<file path="src/rtl/uart_echo_ctrl.sv">
// Echo controller between uart_core RX and TX: byte FIFO with optional line
// buffering (flush on CR or full), optional upcasing, and drop/level status.
module uart_echo_ctrl #(
  parameter int unsigned CLK_FREQ  = 50_000_000,
  parameter int unsigned BAUD      = 115200,
  parameter int unsigned DEPTH     = 16,
  parameter int unsigned LINE_MODE = 0,
  parameter int unsigned UPCASE    = 0
) (
  input  logic                     clk,
  input  logic                     rst,
  input  logic                     rx_valid,
  input  logic [7:0]               rx_data,
  output logic                     tx_valid,
  output logic [7:0]               tx_data,
  input  logic                     tx_ready,
  output logic [15:0]              cfg_div,
  output logic                     cfg_txen,
  output logic                     cfg_rxen,
  output logic                     cfg_nstop,
  output logic [7:0]               drop_cnt,
  output logic [$clog2(DEPTH):0]   fifo_level
);

  localparam int unsigned AW  = $clog2(DEPTH);
  localparam int unsigned LW  = AW + 1;
  localparam int unsigned DIV = (CLK_FREQ / BAUD) - 1;

  typedef enum logic {
    FILL  = 1'b0,
    DRAIN = 1'b1
  } state_e;

  logic [7:0]    mem_q [DEPTH];
  logic [AW-1:0] rd_ptr_q, rd_ptr_d;
  logic [AW-1:0] wr_ptr_q, wr_ptr_d;
  logic [LW-1:0] level_q, level_d;
  logic [7:0]    drop_q, drop_d;
  state_e        state_q, state_d;

  logic          full;
  logic          push;
  logic          pop;
  logic [7:0]    wdata;

  assign cfg_div    = 16'(DIV);
  assign cfg_txen   = 1'b1;
  assign cfg_rxen   = 1'b1;
  assign cfg_nstop  = 1'b0;
  assign drop_cnt   = drop_q;
  assign fifo_level = level_q;
  assign tx_data    = mem_q[rd_ptr_q];

  // Write/pop decisions, pointer and level bookkeeping, line-mode FSM.
  always_comb begin
    state_d  = state_q;
    rd_ptr_d = rd_ptr_q;
    wr_ptr_d = wr_ptr_q;
    level_d  = level_q;
    drop_d   = drop_q;
    wdata    = rx_data;

    full = (level_q == LW'(DEPTH));
    push = rx_valid && !full;

    if (UPCASE != 0 && rx_data >= 8'h61 && rx_data <= 8'h7A) begin
      wdata = rx_data - 8'h20;
    end

    if (LINE_MODE != 0) begin
      tx_valid = (state_q == DRAIN) && (level_q != '0);
    end else begin
      tx_valid = (level_q != '0);
    end
    pop = tx_valid && tx_ready;

    if (push) begin
      wr_ptr_d = wr_ptr_q + AW'(1);
    end
    if (pop) begin
      rd_ptr_d = rd_ptr_q + AW'(1);
    end
    if (push && !pop) begin
      level_d = level_q + LW'(1);
    end else if (pop && !push) begin
      level_d = level_q - LW'(1);
    end

    // Full-FIFO writes are discarded even when a pop frees space this cycle.
    if (rx_valid && full && drop_q != 8'hFF) begin
      drop_d = drop_q + 8'd1;
    end

    case (state_q)
      FILL: begin
        if (push && (rx_data == 8'h0D || level_q == LW'(DEPTH - 1))) begin
          state_d = DRAIN;
        end
      end
      DRAIN: begin
        if (level_d == '0) begin
          state_d = FILL;
        end
      end
      default: state_d = FILL;
    endcase
  end

  always_ff @(posedge clk or posedge rst) begin
    if (rst) begin
      rd_ptr_q <= '0;
      wr_ptr_q <= '0;
      level_q  <= '0;
      drop_q   <= '0;
      state_q  <= FILL;
    end else begin
      rd_ptr_q <= rd_ptr_d;
      wr_ptr_q <= wr_ptr_d;
      level_q  <= level_d;
      drop_q   <= drop_d;
      state_q  <= state_d;
    end
  end

  // Storage is not reset; stale entries are unreachable once pointers clear.
  always_ff @(posedge clk) begin
    if (push) begin
      mem_q[wr_ptr_q] <= wdata;
    end
  end

endmodule

</file>
<file path="config.mk">
export PLATFORM = sky130hd
export DESIGN_NAME = uart_echo_ctrl
export DESIGN_NICKNAME = d
export VERILOG_FILES = /design/src/rtl/uart_echo_ctrl.sv
export SDC_FILE = /design/constraint.sdc
export NUM_CORES = 1
export LEC_CHECK = 0
export BUFFER_PORTS_ARGS = -buffer_cell sky130_fd_sc_hd__buf_2
export CAP_MARGIN = 20
export CORE_MARGIN = 2
export CORE_UTILIZATION = 59
export DETAILED_ROUTE_END_ITERATION = 6
export GPL_TIMING_DRIVEN = 0
export PLACE_DENSITY = 0.84
export SETUP_SLACK_MARGIN = 0.5
export SYNTH_ARGS = -nofsm -noshare
export SYNTH_HDL_FRONTEND = slang
export SYNTH_SLANG_ARGS = --single-unit
</file>
<file path="constraint.sdc">
create_clock -name clk -period 3.2 [get_ports clk]
set_input_delay 0.32 -clock clk [delete_from_list [all_inputs] [get_ports clk]]
set_output_delay 0.32 -clock clk [all_outputs]
set_load 0.01 [all_outputs]
</file>
# ---- Word-level counts from Yosys, hierarchy flattened
# Memories as Yosys holds them, arrays and structs flattened.
# Index checks and enable logic that the tools add are counted.
dict set report word_totals {
  wordCells 27
  mem_count 1
  mem_bits_rw 128
  output_inout_bits 41
  register_bits 21
}
dict set report classes {
  n_eq_ne 2
  n_addsub 5
  n_reduce_logical 11
  muxes 4
}
# name words width rd rd_ports_with_merged_regs write_ports line_no
set mem_list {}
lappend mem_list {mem_q 16 8 1 0 1 34} ;# logic [7:0] mem_q [DEPTH];
# operator count
set op_table {}
lappend op_table {{2-to-1 mux 5 bit} 2}
lappend op_table {{adder 4 x 1 -> 4 bit, second input constant} 2}
lappend op_table {{adder 8 x 1 -> 8 bit, second input constant} 1}
lappend op_table {{inequality test 8 bit, second input constant} 1}
lappend op_table {{logical AND 1 bit} 6}
lappend op_table {{adder 5 x 1 -> 5 bit, second input constant} 1}
lappend op_table {{== test 5 bit, second input constant} 1}
lappend op_table {{nonzero test 5 bit} 1}
lappend op_table {{subtractor 5 x 1 -> 5 bit, second input constant} 1}
lappend op_table {{zero test 1 bit} 3}
lappend op_table {{2-to-1 mux 1 bit} 2}
lappend op_table {{nonzero test 2 bit} 1}

# ---- Depth between registers and ports, before layout
# Gate-level depths: netlist of run 1.
dict set report logic_depth {
  depth_word 7
  ltp_mapped 10
  depth_no_buf 10
}

# ---- Worst setup path after synthesis of run 1
# No wires, ideal clock.
dict set report synth_timing {
  path_type {register -> register}
  startpoint {register level_q[0] (netlist: fifo_level[0])}
  endpoint {register level_q[4] (netlist: fifo_level[4])}
  synth_period_minus_slack_ns 2.575
  setup_slack_ns 0.625
  stages_incl_launch_ff 11
  t_arrival_ns 2.494
  n_path_buf 0
  cell_sequence {dfrtp_1 > nor4_4 > a21boi_1 > inv_1 > ha_1 > inv_1 > fa_1 > a21o_1 > a21oi_1 > mux2i_1 > xnor2_1}
}
dict set report synth_via {
  elab_chain_cells 6
  elab_cells_between_ends 14
  classes_between {add/sub (2); eq/ne (1); mux (2); reduce/logical (9)}
}
# element line_no
set synth_lines {}
lappend synth_lines {{from (decl)} 37} ;# logic [LW-1:0] level_q, level_d;
lappend synth_lines {{from (signal assigned)} 119} ;# level_q <= level_d;
lappend synth_lines {{branches (longest 6 deep; another with subtractor 5 x 1 -> 5 bit)} n/a}
# Parallel ways; which one is timed is not known. The select of a mux whose other input is x is not followed.
# A chain may end at the register's enable or synchronous reset.

# ---- Final worst setup path of run 1
dict set report layout_timing {
  startpoint {register rd_ptr_q[1]}
  endpoint {output port tx_data[5]}
}
dict set report layout_via {
  elab_chain_cells 1
}
# element line_no
set layout_lines {}
lappend layout_lines {{from (decl)} 35} ;# logic [AW-1:0] rd_ptr_q, rd_ptr_d;
lappend layout_lines {{from (signal assigned)} 117} ;# rd_ptr_q <= rd_ptr_d;
lappend layout_lines {{memory (16 x 8 bit)} n/a}
lappend layout_lines {{to (decl)} 15} ;# output logic [7:0] tx_data,
# No other way between the ends.

==> flow_metrics.env, run 1 <==
export IMPL_outcome="finished clean"
export IMPL_ys_ff_latch=149
export IMPL_synthArstFlopShare_pct=14.1
export IMPL_critPathTopFamily="buffers and inverters"
export IMPL_grt_pass1_wl_um=20000
export IMPL_grt_setup_unrepaired="yes"
export IMPL_wl_per_cell_um=22.3
export IMPL_p_leak_nw=2.84
export IMPL_cts_root_buf="clkbuf_8"
export IMPL_period_minus_slack_ns=2.73
export IMPL_area_delta_synth_final_pct=21.3
export IMPL_cts_buffer_depth=2
export IMPL_drv_cap=0
export IMPL_yosysWarnings=0
export IMPL_cp_start_kind="flip-flop"
export IMPL_core_um2=10300
export IMPL_synth_avg_cell_area_um2=16.7
export IMPL_grt_pass1_vias=3561
export IMPL_cts_tree="done"
export IMPL_grt_ovfl_total=0
export IMPL_period_share_pct=85.3
export IMPL_worst_pin_slew_ns=0.951
export IMPL_timing_fmax_ghz=0.366
export IMPL_synth_area_leaders="edfxtp_1, dfrtp_1, mux4_2"
export IMPL_place_inst=563
export IMPL_grt_antenna_before_repair=0
export IMPL_antenna_cells=0
export IMPL_clock_sinks=149
export IMPL_synth_cells=373
export IMPL_die_area_um2=11400
export IMPL_crit_chain="buf_6, nor2b_1, buf_2, buf_6, a221oi_2, o21ai_0, nand2_1, buf_2"
export IMPL_die_h_um=107
export IMPL_clk_latency_ns=0.52
export IMPL_gp_congestion=0.799
export IMPL_drc=0
export IMPL_yosys_top_cells_count="edfxtp_1, mux2i_1, dfrtp_1"
export IMPL_grt_usage_pct=24.8
export IMPL_htreeDepth=4
export IMPL_crit_arrival_ns=2.41
export IMPL_start_util_pct=60.7
export IMPL_die_x_um=107
export IMPL_vias=3603
export IMPL_cp_max_fo=10
export IMPL_ant_nets=0
export IMPL_power_density_nw_per_um2=945
export IMPL_finalWirelength_um=13400
export IMPL_dp_hpwl_um=8040
export IMPL_synth_cell_type_count=34
export IMPL_slowest_stage="a221oi_2"
export IMPL_crit_type="flip-flop to output pin"
export IMPL_finalNonFillerCells=600
export IMPL_drtPass1Iterations=5
export IMPL_synth_main_ff_cell="edfxtp_1"
export IMPL_clock_skew_final_ns=0.00881
export IMPL_multiInputGateArea_um2=1890
export IMPL_fillCellCount=575
export IMPL_synth_largest_type_area_fraction_pct=61.6
export IMPL_cp_end_kind="output pin"
export IMPL_clk_pin_slew_ns=0.06
export IMPL_yosys_area_top_type="edfxtp_1"
export IMPL_synth_area_um2=6240
export IMPL_drt_iter0_markers=493
export IMPL_hp_class="primary input to flip-flop"
export IMPL_io_buffer_count=33
export IMPL_finalSetupViolations=0
export IMPL_cpPeakStageDelay_ns=0.44
export IMPL_drive_gt1_share_pct=33.2
export IMPL_grt_max_degree=22
export IMPL_synth_most_common_cell="edfxtp_1"
export IMPL_cts_buffers=17
export IMPL_seq_area_frac_synth_pct=70.1
export IMPL_relSlewSlack_pct=36.1
export IMPL_top_level_ports=53
export IMPL_std_cell_rows=37
export IMPL_slew_viol_final=0
export IMPL_finalSetupTns_ns=0
export IMPL_vias_per_cell=6.01
export IMPL_worstPathRequired_ns=2.88
export IMPL_synth_edff_count=128
export IMPL_cp_num_buf_inv=4
export IMPL_seqCellArea_um2=4370
export IMPL_nets=475
export IMPL_hold_viol_final=0
export IMPL_ir_drop_v=0.000533
per-stage QoR:
stage	instance area (um2)	hold WS [ns]	setup slack, ns	power, W	utilization [%]
2_1_floorplan	6300	0.297	0.625	0.00401	-
5_1_grt	7570	0.192	0.452	0.00740	73.6
4_1_cts	7390	0.167	0.465	0.00684	71.9
6_report	7570	0.184	0.471	0.00715	73.6
3_5_place_dp	6660	0.483	0.375	0.00469	64.8
3_3_place_gp	6640	0.474	0.466	0.00457	64.6
cells by family after synthesis:
| family | Yosys count | synth area share (%) |
|---|---|---|
| other cells | 2 | 0.120 |
| xor+xnor | 17 | 2.39 |
| fa+ha+maj | 11 | 2.33 |
| simple gates | 56 | 4.13 |
| flops | 149 | 70.1 |
| compound gates | 42 | 5.24 |
| buf+inv | 44 | 4.13 |
| mux | 52 | 11.6 |
state kept, by name, summed over array words and instances, names as in the netlist:
register    flops
mem_q         128
wr_ptr_q        4
drop_cnt        8
fifo_level      5
rd_ptr_q        4
metal layers:
layer  GRT usage (%)  vias to the layer above  share of wire (%)
met2            41.2                      229                 52
li1                -                     1556                  -
met3            5.05                       40                9.0
met1            31.6                     1778                 36
met5               0                        -                  0
met4            12.1                        0                2.5
power by group:
| group | switching (W) | internal (W) |
|---|---|---|
| sequential | 0.000158 | 0.00239 |
| combinational | 0.00154 | 0.00113 |
| clock | 0.000746 | 0.00118 |
path summary, 6_finish.rpt:
path / slack, ns / from / depth (start not counted) / to
setup / recovery: 0.47 / rd_ptr_q[1]$_DFFE_PP0P_ / 8 / tx_data[5]
hold reg to reg: 0.50 / drop_cnt[7]$_DFFE_PP0P_ / 1 / drop_cnt[7]$_DFFE_PP0P_
setup reg to reg: 0.64 / fifo_level[2]$_DFFE_PP0P_ / 6 / mem_q[0][7]$_DFFE_PP_
max in group asynchronous: 2.12 / rst / 3 / fifo_level[0]$_DFFE_PP0P_
min in group asynchronous: 0.51 / rst / 3 / drop_cnt[7]$_DFFE_PP0P_
hold / removal: 0.18 / rx_valid / 3 / drop_cnt[0]$_DFFE_PP0P_
worst register-to-register path: stages (launching register included):
cell      delay, ns
dfrtp_1        0.44
nor4_4         0.09
buf_4          0.16
a21boi_4       0.27
nand2_1        0.22
nor3_1         0.78
buf_2          0.31
cells in the final DEF (no fill, tap or decap), types with 3 or more instances in the layout:
cell / Yosys / routed
a221oi_2: 0 / 9
a221oi_4: 0 / 6
a22oi_1: 8 / 6
buf_2: 8 / 37
buf_4: 20 / 29
buf_6: 1 / 3
buf_8: 0 / 4
bufinv_16: 0 / 3
clkbuf_1: 6 / 4
clkbuf_16: 0 / 16
conb_1: 2 / 19
dfrtp_1: 21 / 19
edfxtp_1: 128 / 128
ha_1: 10 / 9
inv_1: 8 / 7
inv_6: 0 / 3
mux2_2: 3 / 3
mux2i_1: 33 / 27
mux2i_2: 0 / 6
mux4_2: 16 / 16
nand2_1: 20 / 20
nand3_1: 5 / 5
nor2_1: 17 / 17
nor3_1: 7 / 7
o21ai_0: 11 / 9
xnor2_1: 9 / 9
xor2_1: 8 / 8
area by class of cell:
type	instances	area share, %
Tap cell	136	2.25
Timing Repair Buffer	43	3.11
Inverter	8	0.397
Clock inverter	12	2.02
Multi-Input combinational cell	197	25.0
Sequential cell	149	57.8
Clock buffer	19	5.57
Buffer	36	3.87
what timing repair did:
action / CTS / global route
endpoints found under the hold margin: 21 / 0
gates resized for setup: 28 / 40
setup endpoints to repair: 9 / 14
buffers inserted: 1 / 4
pin swaps: 1 / 5
hold buffers: 1 / 0
Power figures use the tool's default switching activity.
==> run 2: changes to the inputs <==
SETUP_SLACK_MARGIN = 0.02   (was 0.5)
==> run 2 against run 1 <==
Utilization is 3.1 points lower. Register-to-register slack worse by 0.28 ns. Final area is 4.2% lower. Hold slack worse by 0.0078 ns. Largest cell class unchanged. Largest power group is now registers.
==> flow_metrics.env, run 2 (synthesis gave the netlist of run 1 again) <==
export IMPL_reg2reg_setup_slack_ns=0.36
export IMPL_largest_register="mem_q"
export IMPL_clk_latency_ns=0.52
export IMPL_crit_arrival_ns=2.77
export IMPL_finalWirelength_um=12600
export IMPL_hold_viol_final=0
export IMPL_power_w=0.00665
export IMPL_area_delta_synth_final_pct=16.2
export IMPL_largest_reg_flops=128
export IMPL_timing_fmax_ghz=0.324
export IMPL_crit_type="flip-flop to output pin"
export IMPL_power_internal_w=0.00445
export IMPL_power_density_nw_per_um2=918
export IMPL_clk_pin_slew_ns=0.06
export IMPL_outcome="finished clean"
export IMPL_start_util_pct=60.7
export IMPL_drtPass1Iterations=6
export IMPL_p_switching_w=0.00220
export IMPL_gp_congestion=0.799
export IMPL_worstPathRequired_ns=2.88
export IMPL_io_buffer_count=33
export IMPL_std_cell_rows=37
export IMPL_die_area_um2=11400
export IMPL_slew_viol_final=0
export IMPL_nets=470
export IMPL_cts_root_buf="clkbuf_8"
export IMPL_core_um2=10300
export IMPL_period_minus_slack_ns=3.09
export IMPL_cp_start_kind="flip-flop"
export IMPL_grt_pass1_wl_um=19300
export IMPL_wl_per_cell_um=21.3
export IMPL_grt_pass1_vias=3516
export IMPL_post_place_ws_ns=0.375
export IMPL_reg2reg_to="fifo_level[4]$_DFFE_PP0P_"
export IMPL_drc=0
export IMPL_grt_ovfl_total=0
export IMPL_cp_endpoint="tx_data[1]"
export IMPL_finalSetupTns_ns=0
export IMPL_grt_usage_pct=23.9
export IMPL_layout_common_cells="edfxtp_1, buf_2, mux2i_1, buf_4, dfrtp_1"
export IMPL_vias_per_cell=5.95
export IMPL_p_leak_nw=2.74
export IMPL_hp_class="primary input to flip-flop"
export IMPL_grt_antenna_before_repair=0
export IMPL_clock_skew_final_ns=0.00635
export IMPL_final_core_util_pct=70.5
export IMPL_antenna_cells=0
export IMPL_startpoint="rd_ptr_q[1]$_DFFE_PP0P_"
export IMPL_swShare_pct=33.1
export IMPL_p_clk_share_pct=28.8
export IMPL_seqPwrFrac_pct=38.2
export IMPL_ir_drop_v=0.000530
export IMPL_ant_nets=0
export IMPL_die_h_um=107
export IMPL_p_comb_share_pct=33.0
export IMPL_cts_tree="done"
export IMPL_cts_buffers=17
export IMPL_vias=3541
export IMPL_worst_pin_slew_ns=0.977
export IMPL_drt_iter0_markers=557
export IMPL_fillCellCount=637
export IMPL_postCtsSetupBuffers=0
export IMPL_fin_area_um2=7250
export IMPL_clock_sinks=149
export IMPL_relSlewSlack_pct=34.4
export IMPL_top_level_ports=53
export IMPL_worstReg2RegStart="fifo_level[0]$_DFFE_PP0P_"
export IMPL_drv_cap=0
export IMPL_grt_setup_unrepaired="no"
export IMPL_grt_max_degree=22
export IMPL_final_setup_worst_slack_ns=0.114
export IMPL_drive_gt1_share_pct=25.5
export IMPL_cts_buffer_depth=2
export IMPL_die_x_um=107
export IMPL_finalSetupViolations=0
export IMPL_htreeDepth=4
export IMPL_cp_end_kind="output pin"
export IMPL_worstRegToRegCells=10
export IMPL_cp_max_fo=10
export IMPL_place_area_um2=6660
export IMPL_dp_hpwl_um=8040
export IMPL_final_common_cell="edfxtp_1"
export IMPL_period_share_pct=96.4
run 2: cell count changes in the layout (fill, tap and decap cells not counted), sizes merged:
cell	before	now
buf	74	67
clkbuf	23	25
run 2: stage by stage:
stage | hold slack [ns] | instances
after floorplan | 0.297 | 390
final | 0.176 | 595
after detailed placement | 0.483 | 563
after CTS | 0.164 | 595
after global placement | 0.474 | 559
after global routing | 0.191 | 595
run 2: cell type report:
cell class	count	area (um2)	area share [%]
Sequential cell	149	4370	60.3
Multi-Input combinational cell	197	1680	23.2
Clock buffer	19	422	5.82
Buffer	36	228	3.14
Timing Repair Buffer	38	198	2.73
Tap cell	136	170	2.35
Clock inverter	12	153	2.11
Inverter	8	30.0	0.414
run 2: worst min path at each step:
stage / from / end / cells past startpoint
after floorplan: rst / drop_cnt[0]$_DFFE_PP0P_ / 1
after global routing: rx_valid / drop_cnt[0]$_DFFE_PP0P_ / 3
final: rx_valid / drop_cnt[0]$_DFFE_PP0P_ / 3
after global placement: drop_cnt[6]$_DFFE_PP0P_ / drop_cnt[6]$_DFFE_PP0P_ / 1
after detailed placement: drop_cnt[7]$_DFFE_PP0P_ / drop_cnt[7]$_DFFE_PP0P_ / 1
after CTS: rx_valid / drop_cnt[0]$_DFFE_PP0P_ / 3
run 2: power groups by stage:
stage / Clock, W / Combinational (W) / Sequential (W)
2_1_floorplan: 0 / 0.00145 / 0.00256
3_3_place_gp: 0 / 0.00202 / 0.00255
3_5_place_dp: 0 / 0.00212 / 0.00257
4_1_cts: 0.00193 / 0.00218 / 0.00254
5_1_grt: 0.00200 / 0.00235 / 0.00256
6_report: 0.00192 / 0.00220 / 0.00254
run 2: routing by layer:
metal	global-route usage [%]	routed length (um)
met1	30.5	4610
met2	39.1	6540
met3	5.11	1200
met4	12.2	299
met5	0	0
run 2: what timing repair did:
item / CTS / global route
resized for setup: 0 / 1
hold buffers: 1 / 0
hold endpoints to repair: 21 / 0
setup endpoints to repair: 0 / 1
run 2: worst max-delay path, stage by stage, from the launching register on:
cell	delay, ns
dfrtp_1	0.35
buf_2	0.29
nor2b_1	0.09
clkbuf_1	0.22
buf_2	0.25
a221oi_1	0.57
o21ai_0	0.22
nand2_1	0.12
buf_2	0.13
